==> src/rtl/cva6_obi_mux_pkg.sv <==
// Shared types and constants for the CVA6 OBI manager multiplexer.
package cva6_obi_mux_pkg;

  localparam int NUM_MGR   = 6;
  localparam int MGR_IDX_W = $clog2(NUM_MGR);

  typedef logic [MGR_IDX_W-1:0] mgr_idx_t;

  localparam mgr_idx_t FETCH   = mgr_idx_t'(0);
  localparam mgr_idx_t STORE   = mgr_idx_t'(1);
  localparam mgr_idx_t LOAD    = mgr_idx_t'(2);
  localparam mgr_idx_t AMO     = mgr_idx_t'(3);
  localparam mgr_idx_t MMU_PTW = mgr_idx_t'(4);
  localparam mgr_idx_t ZCMT    = mgr_idx_t'(5);

  function automatic mgr_idx_t wrap_inc(mgr_idx_t idx, int n);
    return (idx == mgr_idx_t'(n - 1)) ? '0 : idx + mgr_idx_t'(1);
  endfunction

endpackage

==> src/rtl/cva6_obi_id_fifo.sv <==
// In-order FIFO of manager indices used to route OBI responses back.
module cva6_obi_id_fifo
  import cva6_obi_mux_pkg::*;
#(
  parameter int Depth = 4
) (
  input  logic     clk_i,
  input  logic     rst_ni,
  input  logic     push_i,
  input  mgr_idx_t data_i,
  input  logic     pop_i,
  output mgr_idx_t data_o,
  output logic     full_o,
  output logic     empty_o
);

  localparam int PtrW = $clog2(Depth);

  mgr_idx_t        mem [Depth];
  logic [PtrW-1:0] wr_ptr;
  logic [PtrW-1:0] rd_ptr;
  logic [PtrW:0]   count;
  logic            do_push;
  logic            do_pop;

  assign full_o  = (count == (PtrW+1)'(Depth));
  assign empty_o = (count == '0);
  assign data_o  = mem[rd_ptr];
  assign do_push = push_i & ~full_o;
  assign do_pop  = pop_i & ~empty_o;

  always_ff @(posedge clk_i) begin
    if (do_push) mem[wr_ptr] <= data_i;
  end

  // Pointers wrap naturally because Depth is a power of two.
  always_ff @(posedge clk_i) begin
    if (!rst_ni) begin
      wr_ptr <= '0;
      rd_ptr <= '0;
      count  <= '0;
    end else begin
      if (do_push) wr_ptr <= wr_ptr + 1'b1;
      if (do_pop)  rd_ptr <= rd_ptr + 1'b1;
      case ({do_push, do_pop})
        2'b10:   count <= count + 1'b1;
        2'b01:   count <= count - 1'b1;
        default: count <= count;
      endcase
    end
  end

endmodule

==> src/rtl/cva6_obi_mux.sv <==
// Merges the CVA6 OBI manager ports onto one subordinate port with a
// lock-preserving round-robin arbiter and in-order response routing.
module cva6_obi_mux
  import cva6_obi_mux_pkg::*;
#(
  parameter int NumMgr         = NUM_MGR,
  parameter int AddrWidth      = 32,
  parameter int DataWidth      = 32,
  parameter int MaxOutstanding = 4
) (
  input  logic                                  clk_i,
  input  logic                                  rst_ni,
  input  logic [NumMgr-1:0]                     mgr_req_i,
  output logic [NumMgr-1:0]                     mgr_gnt_o,
  input  logic [NumMgr-1:0][AddrWidth-1:0]      mgr_addr_i,
  input  logic [NumMgr-1:0]                     mgr_we_i,
  input  logic [NumMgr-1:0][DataWidth/8-1:0]    mgr_be_i,
  input  logic [NumMgr-1:0][DataWidth-1:0]      mgr_wdata_i,
  output logic [NumMgr-1:0]                     mgr_rvalid_o,
  output logic [DataWidth-1:0]                  mgr_rdata_o,
  output logic                                  mgr_err_o,
  output logic                                  sbr_req_o,
  input  logic                                  sbr_gnt_i,
  output logic [AddrWidth-1:0]                  sbr_addr_o,
  output logic                                  sbr_we_o,
  output logic [DataWidth/8-1:0]                sbr_be_o,
  output logic [DataWidth-1:0]                  sbr_wdata_o,
  input  logic                                  sbr_rvalid_i,
  input  logic [DataWidth-1:0]                  sbr_rdata_i,
  input  logic                                  sbr_err_i,
  output logic                                  protocol_err_o
);

  logic            any_req;
  logic            fwd;
  logic            grant;
  logic            resp_ok;
  logic            fifo_full;
  logic            fifo_empty;
  mgr_idx_t        fifo_head;
  mgr_idx_t        rr;
  mgr_idx_t        rr_pick;
  mgr_idx_t        sel;
  mgr_idx_t        lock_idx;
  logic            lock_vld;
  logic [NumMgr-1:0]    req_rot;
  logic [MGR_IDX_W:0]   pick_sum;

  // Rotate requests so bit 0 is the manager at rr; the lowest set bit wins.
  always_comb begin
    req_rot  = NumMgr'({mgr_req_i, mgr_req_i} >> rr);
    pick_sum = {1'b0, rr};
    for (int i = NumMgr - 1; i >= 0; i--) begin
      if (req_rot[i]) pick_sum = {1'b0, rr} + (MGR_IDX_W+1)'(i);
    end
    if (pick_sum >= (MGR_IDX_W+1)'(NumMgr)) pick_sum = pick_sum - (MGR_IDX_W+1)'(NumMgr);
    rr_pick = pick_sum[MGR_IDX_W-1:0];
  end

  assign any_req   = |mgr_req_i;
  assign fwd       = rst_ni & any_req;
  assign sel       = lock_vld ? lock_idx : rr_pick;
  assign sbr_req_o = fwd & ~fifo_full;
  assign grant     = sbr_req_o & sbr_gnt_i;
  assign resp_ok   = rst_ni & sbr_rvalid_i & ~fifo_empty;

  assign sbr_addr_o  = fwd ? mgr_addr_i[sel]  : '0;
  assign sbr_we_o    = fwd ? mgr_we_i[sel]    : 1'b0;
  assign sbr_be_o    = fwd ? mgr_be_i[sel]    : '0;
  assign sbr_wdata_o = fwd ? mgr_wdata_i[sel] : '0;

  assign mgr_rdata_o = rst_ni ? sbr_rdata_i : '0;
  assign mgr_err_o   = rst_ni & sbr_err_i;

  always_comb begin
    mgr_gnt_o    = '0;
    mgr_rvalid_o = '0;
    if (grant)   mgr_gnt_o[sel]          = 1'b1;
    if (resp_ok) mgr_rvalid_o[fifo_head] = 1'b1;
  end

  cva6_obi_id_fifo #(
    .Depth (MaxOutstanding)
  ) i_id_fifo (
    .clk_i   (clk_i),
    .rst_ni  (rst_ni),
    .push_i  (grant),
    .data_i  (sel),
    .pop_i   (resp_ok),
    .data_o  (fifo_head),
    .full_o  (fifo_full),
    .empty_o (fifo_empty)
  );

  // An ungranted request pins sel so address-phase fields stay stable.
  always_ff @(posedge clk_i) begin
    if (!rst_ni) begin
      rr             <= '0;
      lock_vld       <= 1'b0;
      lock_idx       <= '0;
      protocol_err_o <= 1'b0;
    end else begin
      if (grant) begin
        rr       <= wrap_inc(sel, NumMgr);
        lock_vld <= 1'b0;
      end else if (sbr_req_o) begin
        lock_vld <= 1'b1;
        lock_idx <= sel;
      end
      if (sbr_rvalid_i && fifo_empty) protocol_err_o <= 1'b1;
    end
  end

endmodule

==> config.mk <==
export PLATFORM = sky130hd
export DESIGN_NAME = cva6_obi_mux
export DESIGN_NICKNAME = d
export VERILOG_FILES = /design/src/rtl/cva6_obi_mux_pkg.sv /design/src/rtl/cva6_obi_id_fifo.sv /design/src/rtl/cva6_obi_mux.sv
export SDC_FILE = /design/constraint.sdc
export NUM_CORES = 1
export LEC_CHECK = 0
export BUFFER_PORTS_ARGS = -buffer_cell sky130_fd_sc_hd__buf_4
export CAP_MARGIN = 20
export CORE_AREA = 2 2 226 228
export CTS_CLUSTER_SIZE = 10
export DETAILED_ROUTE_END_ITERATION = 8
export DIE_AREA = 0 0 228 230
export SKIP_LAST_GASP = 1
export SLEW_MARGIN = 20
export SYNTH_ARGS = -nofsm -noshare
export SYNTH_HDL_FRONTEND = slang
export SYNTH_SLANG_ARGS = --single-unit
==> constraint.sdc <==
create_clock -name clk_i -period 3.6 [get_ports clk_i]
set_clock_uncertainty 0.1 [all_clocks]
set_input_delay 0.36 -clock clk_i [delete_from_list [all_inputs] [get_ports clk_i]]
set_output_delay 0.36 -clock clk_i [all_outputs]
set_load 0.02 [all_outputs]
## Yosys cells after proc, flatten, opt, wreduce, memory -nomap -nowiden

Memory sizes are Yosys's and may differ from the RTL's. A register that Yosys moved wholly into a read port is not among the register bits.
Index checks and enable logic that the tools add are counted.

- Add/sub/neg operators: 11
- Magnitude comparators: 5
- Eq/ne operators: 4
- Shift operators: 1
- Multiplexer cells: 33
- Bitwise logic cells: 12
- Reduce and logical (&&, ||, !) cells: 8

Operator list:

| operator | number |
|---|---|
| $bmux W32 S3 | 2 |
| $mux W32 | 5 |
| $mux W4 | 8 |
| $bmux W4 S3 | 1 |
| $mux W6 | 2 |
| $shr A12 B3 Y6 | 1 |
| $mux W3 | 3 |
| $add A3 B2 Y4 const B | 2 |
| $add A3 B3 Y4 const B | 2 |
| $and A1 B1 Y1 | 8 |
| $lt A3 B4 Y1 const B | 2 |
| $add A3 B1 Y3 const B | 2 |
| $demux W1 S3 | 2 |
| $eq A3 B3 Y1 const B | 2 |
| $ge A3 B1 Y1 const B | 2 |
| $mux W1 | 6 |
| $pmux W3 S2 | 1 |
| $reduce_or A6 Y1 | 1 |
| $add A2 B1 Y2 const B | 2 |
| $add A3 B1 Y4 const B | 1 |
| $ge A4 B3 Y1 const B | 1 |
| $mux W2 | 2 |
| $not A1 Y1 | 4 |
| $bmux W1 S3 | 1 |
| other kinds (9) | 11 |

- Register bits after elaboration: 15
- Bits in writable memories: 12
- Input bits: 457
- Output and inout port bits: 116
- Logic and storage cells: 82
- Memories kept: 1

Memories:

| memory | words | bits a word | read ports | clocked after memory_dff | write ports | line | text |
|---|---|---|---|---|---|---|---|
| i_id_fifo.mem | 4 | 3 | 1 | 1 | 1 | cva6_obi_id_fifo.sv:19 | `mgr_idx_t mem [Depth];` |

## Longest topological paths before layout

- Depth in word-level cells: 15
- Depth in mapped cells: 16
- Mapped depth without buffers: 11

## By module

From an unflattened synthesis, not the netlist that was laid out.

- Cell total of the unflattened synthesis: 798
- Area, all modules: 6648.9 µm²

By module, submodules not included:

| module | times used | cells an instance | area an instance (µm²) | seq. area each (µm²) |
|---|---|---|---|---|
| cva6_obi_mux | 1 | 729 | 5726.7 | 160.2 |
| cva6_obi_id_fifo | 1 | 69 | 922.1 | 540.5 |

## Worst setup path after synthesis

Ideal clock, no wire load.

- Path type: input -> output
- Start point: input port mgr_req_i[1]
- End point: output port sbr_addr_o[30]
- Arrival: 3.174 ns
- Required time: 3.140 ns
- Path slack: -0.034 ns
- Stages: 12
- Path buffers: 3
- Path through: clkbuf_1 -> mux4_2 -> mux2_2 -> a211o_1 -> a221o_1 -> o211ai_2 -> and3b_4 -> o31ai_4 -> nor2_1 -> buf_2 -> buf_6 -> a22o_1

- Cells in the longest elaborated chain, start to end: 13
- Elaborated cells on any way between the ends: 16
- Classes of those cells: add/sub: 1; order compare: 1; shift: 1; mux: 11; bitwise: 1; reduce/logical: 1

RTL lines:

| what | line | text |
|---|---|---|
| from (decl) | cva6_obi_mux.sv:13 | `input logic [NumMgr-1:0] mgr_req_i,` |
| $shr A12 B3 Y6 | cva6_obi_mux.sv:51 | `req_rot = NumMgr'({mgr_req_i, mgr_req_i} >> rr);` |
| $mux W4 (6 in a row) | cva6_obi_mux.sv:54 | `if (req_rot[i]) pick_sum = {1'b0, rr} + (MGR_IDX_W+1)'(i);` |
| $ge A4 B3 Y1 or $sub A3 B3 Y3 (tied branches) | cva6_obi_mux.sv:56 | `if (pick_sum >= (MGR_IDX_W+1)'(NumMgr)) pick_sum = pick_sum - (MGR_IDX_W+1)'(NumMgr);` |
| $mux W3 | cva6_obi_mux.sv:56 |  |
| $mux W3 | cva6_obi_mux.sv:62 | `assign sel = lock_vld ? lock_idx : rr_pick;` |
| $bmux W32 S3 | cva6_obi_mux.sv:67 | `assign sbr_addr_o = fwd ? mgr_addr_i[sel] : '0;` |
| $mux W32 (implied by the code) | cva6_obi_mux.sv:67 |  |
| $mux W32 (*) | cva6_obi_mux.sv:67 |  |
| to (decl) | cva6_obi_mux.sv:24 | `output logic [AddrWidth-1:0] sbr_addr_o,` |

Mark *: on every way between the ends. The rest lies on a longest branch, timed or not. The select of a mux whose other input is x is not followed.

## Worst setup path in the final report

- Start point: register rr[0]
- End point: output port sbr_wdata_o[19]

- Cells in the longest elaborated chain, start to end: 13
- Elaborated cells on any way between the ends: 19
- Classes of those cells: add/sub: 6; order compare: 1; shift: 1; mux: 11

RTL lines:

| what | line | text |
|---|---|---|
| from (decl) | cva6_obi_mux.sv:41 | `mgr_idx_t rr;` |
| from (signal assigned) | cva6_obi_mux.sv:104 | `rr <= wrap_inc(sel, NumMgr);` |
| $add A3 B3 Y4 or $shr A12 B3 Y6 (tied branches) | cva6_obi_mux.sv:54, cva6_obi_mux.sv:51 |  |
| $mux W4 (5 in a row) | cva6_obi_mux.sv:54 |  |
| $mux W4 (*) | cva6_obi_mux.sv:54 |  |
| $ge A4 B3 Y1 or $sub A3 B3 Y3 (tied branches) | cva6_obi_mux.sv:56 |  |
| $mux W3 (*) | cva6_obi_mux.sv:56 |  |
| $mux W3 (*) | cva6_obi_mux.sv:62 |  |
| $bmux W32 S3 (*) | cva6_obi_mux.sv:70 | `assign sbr_wdata_o = fwd ? mgr_wdata_i[sel] : '0;` |
| $mux W32 (implied by the code) (*) | cva6_obi_mux.sv:70 |  |
| $mux W32 (*) | cva6_obi_mux.sv:70 |  |
| to (decl) | cva6_obi_mux.sv:27 | `output logic [DataWidth-1:0] sbr_wdata_o,` |

Marks and branches as above.

==> flow_metrics.py <==
metrics = {
    "outcome": {
        "outcome": "complete, but fails checks",
        "violations": "negative setup slack",
    },
    "placement": {
        "port_buffers": 572,
        "gp_congestion": 1.03,
        "place_ws_ns": -0.754,
        "dp_hpwl_mm": 36.3,
    },
    "power_and_ir_drop": {
        "p_leak_nw": 6.66,
        "peakVddDrop_mv": 0.296,
        "total_power_w": 0.00963,
        "p_per_area_nw_per_um2": 687,
    },
    "finish": {
        "utilization_pct": 28.1,
        "final_nets": 1948,
        "area_growth_pct": 121,
        "drive_gt1_share_pct": 57.5,
        "nFillCells": 5372,
        "final_cell_mix": "buf_4 (620), mux2i_1 (194), nand2_1 (149), buf_6 (66), a22o_1 (63)",
        "seqCellArea_um2": 708,
        "final_common_cell": "buf_4",
        "multi_input_area_um2": 5690,
    },
    "drt": {
        "ant_nets": 0,
        "drt_iter0_drc": 512,
        "drc": 0,
        "wire_per_inst_um": 20.7,
        "via_per_inst": 4.21,
        "totalWireLength_mm": 44.7,
        "num_vias": 9081,
        "drtPass1Iterations": 5,
    },
    "sta": {
        "fin_ws_ns": -0.507,
        "min_period_ns": 4.11,
        "hold_violations": 0,
        "rsz0062_at_grt": "true",
        "fin_hold_ws_ns": 0.251,
        "timing.final.max_slew_violations": 0,
        "setup_viol": 75,
        "max_freq_mhz": 243,
        "maxSlewHeadroom_pct": 61.7,
        "period_share_pct": 114,
        "worstMarginPinSlew_ns": 0.571,
    },
    "critical_path": {
        "worstPathRequired_ns": 3.14,
        "path_class": "reg -> out",
        "end_kind": "primary output",
        "worstPathArrival_ns": 3.65,
        "start_kind": "flip-flop",
        "crit_path_max_fanout": 7,
        "worstRegToRegCells": 12,
    },
    "clocking": {
        "clockBufferDepth": 2,
        "path_clk_slew_ns": 0.05,
        "clk_root_buffer_cell": "clkbuf_16",
        "cts_tree": "done",
        "cts.sinks": 29,
        "clock_latency_ns": 0.27,
        "hold_buffers": 0,
        "cts_max_level": 2,
        "cts_buffers": 5,
    },
    "floorplanning": {
        "die_h_um": 230,
        "core_um2": 49900,
        "ioPinCount": 573,
        "start_util_pct": 12.7,
        "die_width_um": 228,
        "die-area_um2": 52400,
        "num_rows": 82,
    },
    "job": {
        "cap_violations": 0,
    },
    "synthesis": {
        "netlist_area_um2": 6350,
        "synth-edff-count": 12,
        "syn-num-nets": 1282,
        "synth-main-ff-cell": "dfxtp_1",
        "seq_area_frac_synth_pct": 11.0,
        "syn_inst": 814,
        "synthDistinctLibCells": 58,
        "async_reset_ff_share_pct": 0,
        "synth-seq-cells": 29,
        "avgSynthCellArea_um2": 7.80,
        "yosys_warnings": 0,
    },
    "global_routing": {
        "grt_pass1_wl_mm": 62.7,
        "grt.total_usage_pct": 15.9,
        "grt_pass1_vias": 9377,
        "grt_max_degree": 50,
        "grt-ovfl-total": 0,
        "antenna_found_initial": 8,
    },
    "hold_path": {
        "hold_depth": 3,
        "hold_path_class": "in -> reg",
    },
}
==> stage by stage <==
step | instances | setup TNS [ns] | instance area [um2]
after detailed placement | 2100 | -31.63 | 12300
after floorplan | 814 | -0.831 | 6350
after global placement | 2100 | -28.35 | 12300
after global routing | 2156 | -40.01 | 14000
after CTS | 2140 | -31.37 | 13600
final | 2156 | -30.13 | 14000
==> path summary, 6_finish.rpt <==
check | from | to | slack, ns
worst max register to register | rr[0] | i_id_fifo.mem[1][2] | 0.22
worst max-delay path | rr[0] | sbr_wdata_o[19] | -0.51
worst min register to register | protocol_err_o | protocol_err_o | 0.40
worst min-delay path | sbr_rvalid_i | protocol_err_o | 0.25
==> kinds of logic after synthesis <==
family,Yosys count,synth area share (%)
compound gates,186,20.7
xor+xnor,5,0.690
fa+ha+maj,11,2.29
buf+inv,97,7.59
flops,29,11.0
mux,234,39.2
simple gates,252,18.5
==> sequential cells by signal, summed over array words and instances, names as in the netlist, named ones only <==
signal,count
i_id_fifo.mem,12
i_id_fifo.count,3
lock_idx,3
rr,3
i_id_fifo.rd_ptr,2
i_id_fifo.wr_ptr,2
lock_vld,1
protocol_err_o,1
==> where the power goes <==
part / internal [W] / switching [W] / total [W]
clock: 0.000253 / 0.000151 / 0.000404
combinational: 0.00453 / 0.00426 / 0.00879
sequential: 0.000400 / 0.0000347 / 0.000434
==> cells in the mapped netlist (2+ instances only) <==
cell        n  area (um2)
nand2_1   152         571
nor2_1     15        56.3
nand2b_1    5        31.3
mux2i_1   219        2190
o21ai_0     9        45.0
nor2b_1     5        31.3
and2_1     39         244
a21oi_1    78         390
dfxtp_1    17         340
mux4_2     11         248
xnor2_1     3        26.3
a22o_1     70         613
a21o_1      2        15.0
a21boi_0    2        15.0
o31ai_1     3        22.5
buf_6       5        56.3
nor4bb_1    2        20.0
ha_1       10         125
nand3_1     5        25.0
or3_1       4        25.0
buf_2      31         155
mux2_2      4        45.0
edfxtp_1   12         360
or4_1       2        15.0
o211a_1     2        20.0
and3_1      7        43.8
or3b_2      2        17.5
nand3b_1    3        22.5
inv_1      13        48.8
nor3_1      6        30.0
clkbuf_1   33         124
xor2_1      2        17.5
a211oi_1    4        30.0
a211o_1     2        17.5
inv_2       2        7.51
buf_4      11        82.6
==> layer usage <==
layer / track usage [%] / part of all wire (%) / up-vias
met2: 29.3 / 51 / 422
li1: - / - / 4303
met1: 18.4 / 39 / 4292
met3: 3.01 / 6.5 / 60
met4: 5.37 / 3.6 / 4
met5: 0 / 0.060 / -
==> what timing repair did <==
item                                    in CTS  in global routing
endpoints found under the setup margin      76                 75
pin swaps                                   56                 41
gates cloned                                 8                  6
buffers inserted                            34                  9
gates resized for setup                    160                 64
==> critical path: stages (launching register included) <==
cell and delay (ns):
dfxtp_4 0.41, mux4_2 0.53, mux2_4 0.32, buf_6 0.13, a211oi_2 0.21, o211a_1 0.24
a211oi_4 0.07, and3_1 0.21, o22a_4 0.24, buf_12 0.15, buf_16 0.15, buf_8 0.14
mux2i_2 0.14, a22o_1 0.26, buf_6 0.14
==> area by class of cell <==
class | instances | share of cell area, %
Inverter | 16 | 0.509
Multi-Input combinational cell | 688 | 40.6
Timing Repair Buffer | 740 | 46.8
Clock inverter | 3 | 0.125
Clock buffer | 5 | 0.892
Tap cell | 672 | 6.00
Antenna cell | 3 | 0.0535
Sequential cell | 29 | 5.05
Note: power is estimated with default switching activity, not from simulation.
